**src/rtl/reg_bank_param_if.sv**
```systemverilog
// Datapath-side bundle for the parametrised register bank. The master side drives
// bus codes, data sources and control strobes; the slave side (the bank) drives the bus and register views.
interface reg_bank_param_if #(
  parameter int DATA_W  = 16,
  parameter int NUM_GPR = 4,
  parameter int ADDR_W  = 11,
  parameter int SEL_W   = 4
);
  logic [SEL_W-1:0]          select;
  logic [SEL_W-1:0]          load;
  logic                      bus_en;
  logic                      load_en;
  logic [DATA_W-1:0]         mem_data;
  logic [DATA_W-1:0]         alu_data;
  logic [DATA_W-1:0]         alu_hi;
  logic                      hi_load;
  logic                      inc_pc;
  logic                      stat_en;
  logic                      z;
  logic                      n;
  logic                      c;
  logic                      ov;
  logic                      ctx_save;
  logic                      ctx_restore;

  logic [DATA_W-1:0]         bus;
  logic [ADDR_W-1:0]         address_for_mem;
  logic [DATA_W-1:0]         instruction;
  logic [NUM_GPR*DATA_W-1:0] gpr_flat;
  logic [DATA_W-1:0]         program_counter;
  logic [DATA_W-1:0]         base_address;
  logic [DATA_W-1:0]         data_register;
  logic [7:0]                immediate;
  logic [11:0]               immediate12bit;
  logic                      status_z;
  logic                      status_n;
  logic                      status_c;
  logic                      status_ov;

  modport master (
    output select, load, bus_en, load_en, mem_data, alu_data, alu_hi, hi_load,
           inc_pc, stat_en, z, n, c, ov, ctx_save, ctx_restore,
    input  bus, address_for_mem, instruction, gpr_flat, program_counter,
           base_address, data_register, immediate, immediate12bit,
           status_z, status_n, status_c, status_ov
  );

  modport slave (
    input  select, load, bus_en, load_en, mem_data, alu_data, alu_hi, hi_load,
           inc_pc, stat_en, z, n, c, ov, ctx_save, ctx_restore,
    output bus, address_for_mem, instruction, gpr_flat, program_counter,
           base_address, data_register, immediate, immediate12bit,
           status_z, status_n, status_c, status_ov
  );
endinterface

```
**src/rtl/reg_bank_param.sv**
```systemverilog
// CAP17 register bank: NUM_GPR data registers plus AR/DR/SR/BA/PC/HI/LO/IR on one shared bus,
// with a one-deep PC/SR shadow for interrupt entry and return.
module reg_bank_param #(
  parameter int DATA_W   = 16,
  parameter int NUM_GPR  = 4,
  parameter int ADDR_W   = 11,
  parameter int SEL_W    = 4,
  parameter int PC_STEP  = 1,
  parameter int RESET_PC = 0,
  parameter int RESET_BA = 1
) (
  input logic              clk,
  input logic              rst,
  reg_bank_param_if.slave  bif
);

  localparam int G = NUM_GPR;
  localparam logic [SEL_W-1:0] C_AR  = SEL_W'(G + 1);
  localparam logic [SEL_W-1:0] C_DR  = SEL_W'(G + 2);
  localparam logic [SEL_W-1:0] C_SR  = SEL_W'(G + 3);
  localparam logic [SEL_W-1:0] C_BA  = SEL_W'(G + 4);
  localparam logic [SEL_W-1:0] C_PC  = SEL_W'(G + 5);
  localparam logic [SEL_W-1:0] C_HI  = SEL_W'(G + 6);
  localparam logic [SEL_W-1:0] C_LO  = SEL_W'(G + 7);
  localparam logic [SEL_W-1:0] C_IR  = SEL_W'(G + 8);
  localparam logic [SEL_W-1:0] C_ALU = SEL_W'(G + 9);
  localparam logic [SEL_W-1:0] C_MEM = SEL_W'(G + 10);

  logic [DATA_W-1:0] gpr [NUM_GPR];
  logic [ADDR_W-1:0] ar;
  logic [DATA_W-1:0] dr, sr, ba, pc, hi, lo, ir;
  logic [DATA_W-1:0] sh_pc, sh_sr;
  logic [DATA_W-1:0] bus_mux;
  logic [NUM_GPR*DATA_W-1:0] flat;
  logic wr;

  assign wr = bif.bus_en & bif.load_en;

  always_comb begin
    bus_mux = '0;
    if (bif.bus_en) begin
      for (int i = 0; i < NUM_GPR; i++)
        if (bif.select == SEL_W'(i + 1)) bus_mux = gpr[i];
      case (bif.select)
        C_AR:    bus_mux = DATA_W'(ar);
        C_DR:    bus_mux = dr;
        C_SR:    bus_mux = sr;
        C_BA:    bus_mux = ba;
        C_PC:    bus_mux = pc;
        C_HI:    bus_mux = hi;
        C_LO:    bus_mux = lo;
        C_IR:    bus_mux = ir;
        C_ALU:   bus_mux = bif.alu_data;
        C_MEM:   bus_mux = bif.mem_data;
        default: ;
      endcase
    end
  end

  always_ff @(posedge clk or posedge rst) begin
    if (rst) begin
      for (int i = 0; i < NUM_GPR; i++) gpr[i] <= '0;
    end else begin
      for (int i = 0; i < NUM_GPR; i++)
        if (wr && bif.load == SEL_W'(i + 1)) gpr[i] <= bus_mux;
    end
  end

  always_ff @(posedge clk or posedge rst) begin
    if (rst) begin
      ar <= '0;
      dr <= '0;
      ba <= DATA_W'(RESET_BA);
      lo <= '0;
      ir <= '0;
    end else if (wr) begin
      if (bif.load == C_AR) ar <= bus_mux[ADDR_W-1:0];
      if (bif.load == C_DR) dr <= bus_mux;
      if (bif.load == C_BA) ba <= bus_mux;
      if (bif.load == C_LO) lo <= bus_mux;
      if (bif.load == C_IR) ir <= bus_mux;
    end
  end

  always_ff @(posedge clk or posedge rst) begin
    if (rst)                         hi <= '0;
    else if (wr && bif.load == C_HI) hi <= bus_mux;
    else if (bif.hi_load)            hi <= bif.alu_hi;
  end

  // Restore outranks a bus load so an interrupt return cannot be clobbered by the same microstep.
  always_ff @(posedge clk or posedge rst) begin
    if (rst)                         pc <= DATA_W'(RESET_PC);
    else if (bif.ctx_restore)        pc <= sh_pc;
    else if (wr && bif.load == C_PC) pc <= bus_mux;
    else if (bif.inc_pc)             pc <= pc + DATA_W'(PC_STEP);
  end

  always_ff @(posedge clk or posedge rst) begin
    if (rst)                         sr <= '0;
    else if (bif.ctx_restore)        sr <= sh_sr;
    else if (wr && bif.load == C_SR) sr <= bus_mux;
    else if (bif.stat_en)            sr <= {bif.z, bif.n, bif.c, bif.ov, sr[DATA_W-5:0]};
  end

  // Shadows sample pre-edge PC/SR, so save+restore in one cycle is a swap.
  always_ff @(posedge clk or posedge rst) begin
    if (rst) begin
      sh_pc <= '0;
      sh_sr <= '0;
    end else if (bif.ctx_save) begin
      sh_pc <= pc;
      sh_sr <= sr;
    end
  end

  always_comb begin
    flat = '0;
    for (int i = 0; i < NUM_GPR; i++) flat[i*DATA_W +: DATA_W] = gpr[i];
  end

  assign bif.bus             = bus_mux;
  assign bif.address_for_mem = ar;
  assign bif.instruction     = ir;
  assign bif.gpr_flat        = flat;
  assign bif.program_counter = pc;
  assign bif.base_address    = ba;
  assign bif.data_register   = dr;
  assign bif.immediate       = ir[7:0];
  assign bif.immediate12bit  = ir[11:0];
  assign bif.status_z        = sr[DATA_W-1];
  assign bif.status_n        = sr[DATA_W-2];
  assign bif.status_c        = sr[DATA_W-3];
  assign bif.status_ov       = sr[DATA_W-4];

endmodule

```
**src/flat_wrapper.sv**
```systemverilog
// flat-port wrapper written by rule: the top's interface ports become plain ports
module reg_bank_param_flat 
#(
  parameter int DATA_W   = 16,
  parameter int NUM_GPR  = 4,
  parameter int ADDR_W   = 11,
  parameter int SEL_W    = 4,
  parameter int PC_STEP  = 1,
  parameter int RESET_PC = 0,
  parameter int RESET_BA = 1
)
  (clk, rst, bif_select, bif_load, bif_bus_en, bif_load_en, bif_mem_data, bif_alu_data, bif_alu_hi, bif_hi_load, bif_inc_pc, bif_stat_en, bif_z, bif_n, bif_c, bif_ov, bif_ctx_save, bif_ctx_restore, bif_bus, bif_address_for_mem, bif_instruction, bif_gpr_flat, bif_program_counter, bif_base_address, bif_data_register, bif_immediate, bif_immediate12bit, bif_status_z, bif_status_n, bif_status_c, bif_status_ov);
  reg_bank_param_if #(.DATA_W(DATA_W), .NUM_GPR(NUM_GPR), .ADDR_W(ADDR_W), .SEL_W(SEL_W)) bif_i ();
  input logic clk;
  input logic rst;
  input wire logic [$bits(bif_i.select)-1:0] bif_select;
  input wire logic [$bits(bif_i.load)-1:0] bif_load;
  input wire logic [$bits(bif_i.bus_en)-1:0] bif_bus_en;
  input wire logic [$bits(bif_i.load_en)-1:0] bif_load_en;
  input wire logic [$bits(bif_i.mem_data)-1:0] bif_mem_data;
  input wire logic [$bits(bif_i.alu_data)-1:0] bif_alu_data;
  input wire logic [$bits(bif_i.alu_hi)-1:0] bif_alu_hi;
  input wire logic [$bits(bif_i.hi_load)-1:0] bif_hi_load;
  input wire logic [$bits(bif_i.inc_pc)-1:0] bif_inc_pc;
  input wire logic [$bits(bif_i.stat_en)-1:0] bif_stat_en;
  input wire logic [$bits(bif_i.z)-1:0] bif_z;
  input wire logic [$bits(bif_i.n)-1:0] bif_n;
  input wire logic [$bits(bif_i.c)-1:0] bif_c;
  input wire logic [$bits(bif_i.ov)-1:0] bif_ov;
  input wire logic [$bits(bif_i.ctx_save)-1:0] bif_ctx_save;
  input wire logic [$bits(bif_i.ctx_restore)-1:0] bif_ctx_restore;
  output wire logic [$bits(bif_i.bus)-1:0] bif_bus;
  output wire logic [$bits(bif_i.address_for_mem)-1:0] bif_address_for_mem;
  output wire logic [$bits(bif_i.instruction)-1:0] bif_instruction;
  output wire logic [$bits(bif_i.gpr_flat)-1:0] bif_gpr_flat;
  output wire logic [$bits(bif_i.program_counter)-1:0] bif_program_counter;
  output wire logic [$bits(bif_i.base_address)-1:0] bif_base_address;
  output wire logic [$bits(bif_i.data_register)-1:0] bif_data_register;
  output wire logic [$bits(bif_i.immediate)-1:0] bif_immediate;
  output wire logic [$bits(bif_i.immediate12bit)-1:0] bif_immediate12bit;
  output wire logic [$bits(bif_i.status_z)-1:0] bif_status_z;
  output wire logic [$bits(bif_i.status_n)-1:0] bif_status_n;
  output wire logic [$bits(bif_i.status_c)-1:0] bif_status_c;
  output wire logic [$bits(bif_i.status_ov)-1:0] bif_status_ov;
  assign bif_i.select = bif_select;
  assign bif_i.load = bif_load;
  assign bif_i.bus_en = bif_bus_en;
  assign bif_i.load_en = bif_load_en;
  assign bif_i.mem_data = bif_mem_data;
  assign bif_i.alu_data = bif_alu_data;
  assign bif_i.alu_hi = bif_alu_hi;
  assign bif_i.hi_load = bif_hi_load;
  assign bif_i.inc_pc = bif_inc_pc;
  assign bif_i.stat_en = bif_stat_en;
  assign bif_i.z = bif_z;
  assign bif_i.n = bif_n;
  assign bif_i.c = bif_c;
  assign bif_i.ov = bif_ov;
  assign bif_i.ctx_save = bif_ctx_save;
  assign bif_i.ctx_restore = bif_ctx_restore;
  assign bif_bus = bif_i.bus;
  assign bif_address_for_mem = bif_i.address_for_mem;
  assign bif_instruction = bif_i.instruction;
  assign bif_gpr_flat = bif_i.gpr_flat;
  assign bif_program_counter = bif_i.program_counter;
  assign bif_base_address = bif_i.base_address;
  assign bif_data_register = bif_i.data_register;
  assign bif_immediate = bif_i.immediate;
  assign bif_immediate12bit = bif_i.immediate12bit;
  assign bif_status_z = bif_i.status_z;
  assign bif_status_n = bif_i.status_n;
  assign bif_status_c = bif_i.status_c;
  assign bif_status_ov = bif_i.status_ov;
  reg_bank_param #(.DATA_W(DATA_W), .NUM_GPR(NUM_GPR), .ADDR_W(ADDR_W), .SEL_W(SEL_W), .PC_STEP(PC_STEP), .RESET_PC(RESET_PC), .RESET_BA(RESET_BA)) u_core (.clk(clk), .rst(rst), .bif(bif_i));
endmodule
```
**config.mk**
```make
export PLATFORM = sky130hd
export DESIGN_NAME = reg_bank_param_flat
export DESIGN_NICKNAME = d
export VERILOG_FILES = /design/src/rtl/reg_bank_param_if.sv /design/src/rtl/reg_bank_param.sv /design/src/flat_wrapper.sv
export SDC_FILE = /design/constraint.sdc
export NUM_CORES = 1
export LEC_CHECK = 0
export ABC_AREA = 1
export CAP_MARGIN = 20
export CORE_AREA = 2 2 171 173
export CTS_CLUSTER_SIZE = 16
export DETAILED_ROUTE_END_ITERATION = 10
export DIE_AREA = 0 0 173 175
export GPL_ROUTABILITY_DRIVEN = 0
export MAX_ROUTING_LAYER = met4
export PLACE_DENSITY = 0.73
export SYNTH_ARGS = -nofsm -noshare
export SYNTH_HDL_FRONTEND = slang
export SYNTH_SLANG_ARGS = --single-unit
```
**constraint.sdc**
```tcl
create_clock -name clk -period 11.15 [get_ports clk]
set_clock_uncertainty 0.2 [all_clocks]
set_input_delay 2.7875 -clock clk [delete_from_list [all_inputs] [get_ports clk]]
set_output_delay 2.7875 -clock clk [all_outputs]
set_load 0.05 [all_outputs]
```
==> results.sh <==
export IMPL_status="completed"
export IMPL_root_buffer="clkbuf_16"
export IMPL_htreeDepth=1
export IMPL_die_x_um=173
export IMPL_finalMaxSlewViolations=0
export IMPL_totalWireLength_mm=43.9
export IMPL_first_pass_iters=6
export IMPL_synthFlopType="dfrtp_1"
export IMPL_syn_num_nets=1582
export IMPL_crit_required_ns=8.16
export IMPL_worstHoldStart="u_core.hi[12]"
export IMPL_drt_antenna_violating_nets=0
export IMPL_tns_ns=0
export IMPL_synthCells=1512
export IMPL_ys_warn_count=0
export IMPL_drc_errors=0
export IMPL_vias=11578
export IMPL_syn_area_mm2=0.0112
export IMPL_postCtsSetupRepairBufs=0
export IMPL_fin_util_pct=51.5
export IMPL_p_int_mw=1.55
export IMPL_synth_top_cell_area_share_pct=48.8
export IMPL_floorplan_initialDensity_pct=39.4
export IMPL_p_total_mw=2.45
export IMPL_reg2regPathDepth=9
export IMPL_dpl_hpwl_mm=31.9
export IMPL_nFillCells=2694
export IMPL_final_cell_mix="580 x nand2_1, 246 x clkdlybuf4s50_1, 218 x dfrtp_1"
export IMPL_die_h_um=175
export IMPL_yosysSeqAreaShare_pct=49.1
export IMPL_port_buffers=247
export IMPL_setup_viol=0
export IMPL_via_per_inst=5.48
export IMPL_synthTopCellsByArea="dfrtp_1 49%, nand2_1 19%, nand3_1 4.8%"
export IMPL_antenna_cells=0
export IMPL_rsz0062_at_grt="no"
export IMPL_areaGrowthSynthToFinish_pct=30.8
export IMPL_fin_crit_sh_pct=85.4
export IMPL_die_area_mm2=0.0303
export IMPL_ios=248
export IMPL_clock_fmax_mhz=105
export IMPL_ys_ff_latch=219
export IMPL_design_area_mm2=0.0146
export IMPL_power_density_mw_per_mm2=168
export IMPL_power_frac_clock_pct=32.5
export IMPL_grt_pass1_wl_mm=65.8
export IMPL_drive_gt1_share_pct=5.61
export IMPL_crit_path_end_kind="output port"
export IMPL_worst_pin_slew_ns=1.10
export IMPL_final_common_cell="nand2_1"
export IMPL_first_iter_violations=1679
export IMPL_grt_pass1_vias=10918
export IMPL_syn_mean_instance_area_um2=7.39
export IMPL_pwr_share_seq_pct=40.4
export IMPL_synthArstFlopShare_pct=100
export IMPL_finalHoldViolCount=0
export IMPL_max_cap_violations=0
export IMPL_rr_startpoint="u_core.bif.base_address[4]"
export IMPL_peakVddDrop_mv=0.0864
export IMPL_period_needed_ns=9.53
export IMPL_holdPathStages=2
export IMPL_yosysUniqueCellTypes=36
export IMPL_hold_end="u_core.hi[12]"
export IMPL_cts_hold_buf=0
export IMPL_yosysTopAreaCell="dfrtp_1"
export IMPL_clockBufferDepth=3
export IMPL_slew_headroom_pct=26.2
export IMPL_grt_max_degree=85
export IMPL_crit_fanout=24
export IMPL_swShare_pct=36.7
export IMPL_grt_use_total_pct=29.1
export IMPL_layout_nets=1780
export IMPL_rr_endpoint="u_core.hi[4]"
export IMPL_r2r_slack_ns=8.95
export IMPL_core_area_mm2=0.0284
export IMPL_numCtsBuffers=25
export IMPL_cts_tree="done"
export IMPL_cts_resized=0
export IMPL_overflow=0
export IMPL_arrival_ns=6.54
export IMPL_dp_cells=2066
export IMPL_startpoint_type="primary input"
export IMPL_leakage_nw=6.77
export IMPL_combinationalPowerShare_pct=27.2
export IMPL_path_class="in2out"
export IMPL_rows=62
export IMPL_path_clk_slew_ns=0.06
export IMPL_clk_latency_ns=0.54
export IMPL_p_sw_mw=0.900
export IMPL_synth_edf_count=0
export IMPL_wire_per_inst_um=20.8
export IMPL_antenna_found_initial=1
export IMPL_numClockSinks=219
export IMPL_placed_area_mm2=0.0138
export IMPL_hp_class="reg2reg"
export IMPL_instances_no_fill=2112
==> how the worst max path moves through the flow <==
stage               cells past startpoint  slack, ns                       endpoint           from
finish                                  9       1.62                     bif_bus[2]  bif_select[1]
global route                            9       1.45                     bif_bus[2]  bif_select[1]
CTS                                     9       1.69                     bif_bus[2]  bif_select[1]
detailed placement                      9       1.69                     bif_bus[2]  bif_select[1]
global placement                        9       1.75                     bif_bus[2]  bif_select[1]
floorplan                               1       2.17  u_core.bif.address_for_mem[0]            rst
==> power by group through the flow <==
stage | logic (mW) | registers [mW] | clock network (mW)
after floorplan | 0.241 | 1.16 | 0
after global placement | 0.652 | 0.998 | 0
after detailed placement | 0.661 | 1.00 | 0
after CTS | 0.663 | 0.987 | 0.795
after global routing | 0.705 | 0.999 | 0.827
final | 0.666 | 0.989 | 0.796
==> sequential cells by signal (all words and copies together), names as in the netlist <==
| register | cells |
|---|---|
| u_core.bif.gpr_flat | 64 |
| u_core.bif.base_address | 16 |
| u_core.bif.data_register | 16 |
| u_core.bif.instruction | 16 |
| u_core.bif.program_counter | 16 |
| u_core.hi | 16 |
| u_core.lo | 16 |
| u_core.sh_pc | 16 |
| u_core.sh_sr | 16 |
| u_core.sr | 16 |
| u_core.bif.address_for_mem | 11 |
==> final cells by class <==
cell class                      instances  area, µm²  share of cell area, %
Clock buffer                           38        734                   5.02
Timing Repair Buffer                  264       2640                   18.1
Clock inverter                          7       50.0                  0.342
Sequential cell                       219       5480                   37.5
Tap cell                              384        480                   3.29
Multi-Input combinational cell       1114       4900                   33.5
Inverter                               86        330                   2.26
==> logic make-up after synthesis <==
group,after synthesis,share of synthesized area (%)
xor+xnor,3,0.235
buf+inv,179,7.10
mux,7,0.705
fa+ha+maj,1,0.112
flops,219,49.1
compound gates,253,12.1
simple gates,850,30.7
==> synth_stat cells (all sizes together) (7+ instances only) <==
library cell and n:
nand2 587, dfrtp 218, o21ai 184, nor2 137
nand3 108, inv 84, clkbuf 47, buf 46
a21oi 36, o21bai 14, o211ai 10, or2 8
mux2 7
==> critical path, cell delays in order <==
cell,delay [ns]
clkdlybuf4s50_1,0.57
nor2_1,0.88
nand2_1,0.20
nand3_2,0.44
nor2_1,0.10
nand3_1,0.10
nand3_1,0.46
inv_1,0.17
clkdlybuf4s50_1,0.82
==> routing by layer <==
| metal | global-route usage, % | vias to the layer above | share of wire, % |
|---|---|---|---|
| met5 | - | - | 0 |
| met3 | 5.42 | 140 | 11 |
| met4 | 13.0 | 0 | 4.6 |
| met2 | 44.0 | 785 | 45 |
| li1 | - | 5213 | - |
| met1 | 38.4 | 5440 | 39 |
==> through the flow <==
step	setup slack, ns	hold slack [ns]
6_report	1.62	0.285
5_1_grt	1.45	0.309
4_1_cts	1.69	0.285
3_5_place_dp	1.69	0.270
3_3_place_gp	1.75	0.262
2_1_floorplan	2.17	0.249
(Power assumes the default switching activity.)
==> patch (same settings) <==
`ADDR_W` is set to 11 in 3 places; all go to 12.
--- a/src/rtl/reg_bank_param_if.sv
+++ b/src/rtl/reg_bank_param_if.sv
@@ -4,5 +4,5 @@
   parameter int DATA_W  = 16,
   parameter int NUM_GPR = 4,
-  parameter int ADDR_W  = 11,
+  parameter int ADDR_W  = 12,
   parameter int SEL_W   = 4
 );
--- a/src/rtl/reg_bank_param.sv
+++ b/src/rtl/reg_bank_param.sv
@@ -4,5 +4,5 @@
   parameter int DATA_W   = 16,
   parameter int NUM_GPR  = 4,
-  parameter int ADDR_W   = 11,
+  parameter int ADDR_W   = 12,
   parameter int SEL_W    = 4,
   parameter int PC_STEP  = 1,
--- a/src/flat_wrapper.sv
+++ b/src/flat_wrapper.sv
@@ -4,5 +4,5 @@
   parameter int DATA_W   = 16,
   parameter int NUM_GPR  = 4,
-  parameter int ADDR_W   = 11,
+  parameter int ADDR_W   = 12,
   parameter int SEL_W    = 4,
   parameter int PC_STEP  = 1,
Ports: changed (resized bif_address_for_mem); port bits go from 248 to 249. No check against the original RTL was run, so the function may have changed too.
==> patch against the original RTL <==
Area after synthesis is 1.2% higher. Sequential power is essentially flat. Clock power hardly changed. Power hardly changed. Non-clock buffer count is 2 lower. Highest routed layer unchanged. Via count is 1.3% higher. Combinational power barely moved. Routed wire length up 0.86%. Sequential cell count rose by 1. Worst setup slack got worse by 0.064 ns. Die area unchanged. Design area rose by 0.86%. Register-to-register slack worse by 0.17 ns.
==> patch: results (changes against the original RTL) <==
* Max-slew headroom at 31.3% (+5.1 points)
* Initial DRC count at 1,546 (-7.9%)
* Max VDD drop at 0.0871 mV (+0.81%)
* Net count reported at finish at 1,787 (+0.39%)
* Synth area leaders: dfrtp_1 (48%), nand2_1 (19%), o21ai_0 (7.6%), nand3_1 (4.5%), nor2_1 (4.2%)
* CP startpoint: bif_select[3]
* CP Max Fanout at 16 (-33%)
* Cts bufs inserted at 24 (-4.0%)
* First-pass GRT wire length at 66,400 um (+0.80%)
* Status: finished, final reports clean
* Critical Path Sink: bif_bus[3]
* FF-to-FF setup slack at 8.78 ns (-0.17 ns)
* Initial antenna violation count at 2 (+1)
* CP arrival at 6.60 ns (+0.06 ns)
* Mapped Cells at 1,529 (+1.1%)
* Worst reg2reg path depth at 8 (-1)
* Dpl cells at 2,068 (+0.097%)
* Clock slew at reported path FFs at 0.06 ns (about the same)
* Share of layout cells above drive strength 1 at 6.29% (+0.67 points)
* Critical R2R Capture: u_core.bif.program_counter[3]
* Largest net degree at the start of global routing at 154 (+81%)
* Vias at 11.7k (+1.3%)
* Seq/Total Area, Yosys at 48.7% (-0.37 points)
* HPWL after detailed placement at 31,700 um (-0.77%)
* Cell leakage power at 6.84 nW (+1.1%)
* Max stage delay on crit path at 0.82 ns (-0.06 ns)
* Top post-synthesis cells by count: nand2_1 (563), dfrtp_1 (219), o21ai_0 (171), nor2_1 (128), nand3_1 (101)
* Via density at 5.53 (+0.95%)
* IO Port Bufs at 248 (+0.40%)
* Final setup margin at 1.56 ns (-0.0638 ns)
* Final Setup Violations at 0 (unchanged)
* Vias in the first global route at 11.0k (+0.69%)
* FF-to-FF Start: u_core.bif.program_counter[3]
* Net Count, Synth at 1,599 (+1.1%)
* Total Wirelength at 44,200 um (+0.86%)
* Placed cell area at 13,800 um^2 (about the same)
* Count of cell types in the netlist at 34 (-5.6%)
* Max FFs per register at 64 (unchanged)
* DP Worst Slack at 1.69 ns (-0.00254 ns)
* Tot GR Track Use at 29.4% (+0.23 points)
-- patch: where the power goes --
part / switching (mW) / leakage [nW] / internal, mW
sequential: 0.101 / 2.89 / 0.888
clock: 0.334 / 0.401 / 0.464
combinational: 0.459 / 3.55 / 0.206
total: 0.894 / 6.84 / 1.56
-- patch: layer usage --
metal / GRT usage [%] / part of all wire [%] / wire (um)
met5: - / 0 / 0
met4: 12.6 / 4.7 / 2080
met3: 5.92 / 12 / 5100
met2: 43.7 / 44 / 19500
met1: 39.1 / 40 / 17600
-- patch: final cells by class --
class	count	area, um^2
timing repair buffer	262	2680
antenna	1	2.50
fill	2710	13600
tap	384	480
clock buffer	33	704
clock inverter	10	86.3
inverter	96	368
sequential	220	5510
multi-input combinational	1113	4920
-- patch: tightest hold or removal path, cell delays in order (launching register included) --
cell and delay [ns]:
dfrtp_1 0.34, nand2_1 0.05, nand3_1 0.07
-- patch: cells by family (layout without fill, tap and decap cells) --
kind of cell / after synthesis / after routing / share of synthesized area, %
and+or+nand+nor: 847 / 847 / 30.8
DFF: 220 / 220 / 48.7
xor gates and xnor gates: 2 / 2 / 0.155
other: 0 / 1 / 0
muxes: 5 / 5 / 0.498
buffers and inverters: 196 / 401 / 7.83
adders and majority gates: 1 / 1 / 0.111
AOI/OAI and AO/OA: 258 / 258 / 12.0
-- patch: how the worst min path moves through the flow --
stage                          from  slack [ns]             to
finish              u_core.sh_sr[5]        0.29   u_core.sr[5]
global route           u_core.lo[6]        0.31   u_core.lo[6]
CTS                 u_core.sh_sr[5]        0.28   u_core.sr[5]
detailed placement     u_core.hi[7]        0.27   u_core.hi[7]
global placement    u_core.sh_sr[5]        0.26   u_core.sr[5]
floorplan             u_core.hi[10]        0.25  u_core.hi[10]
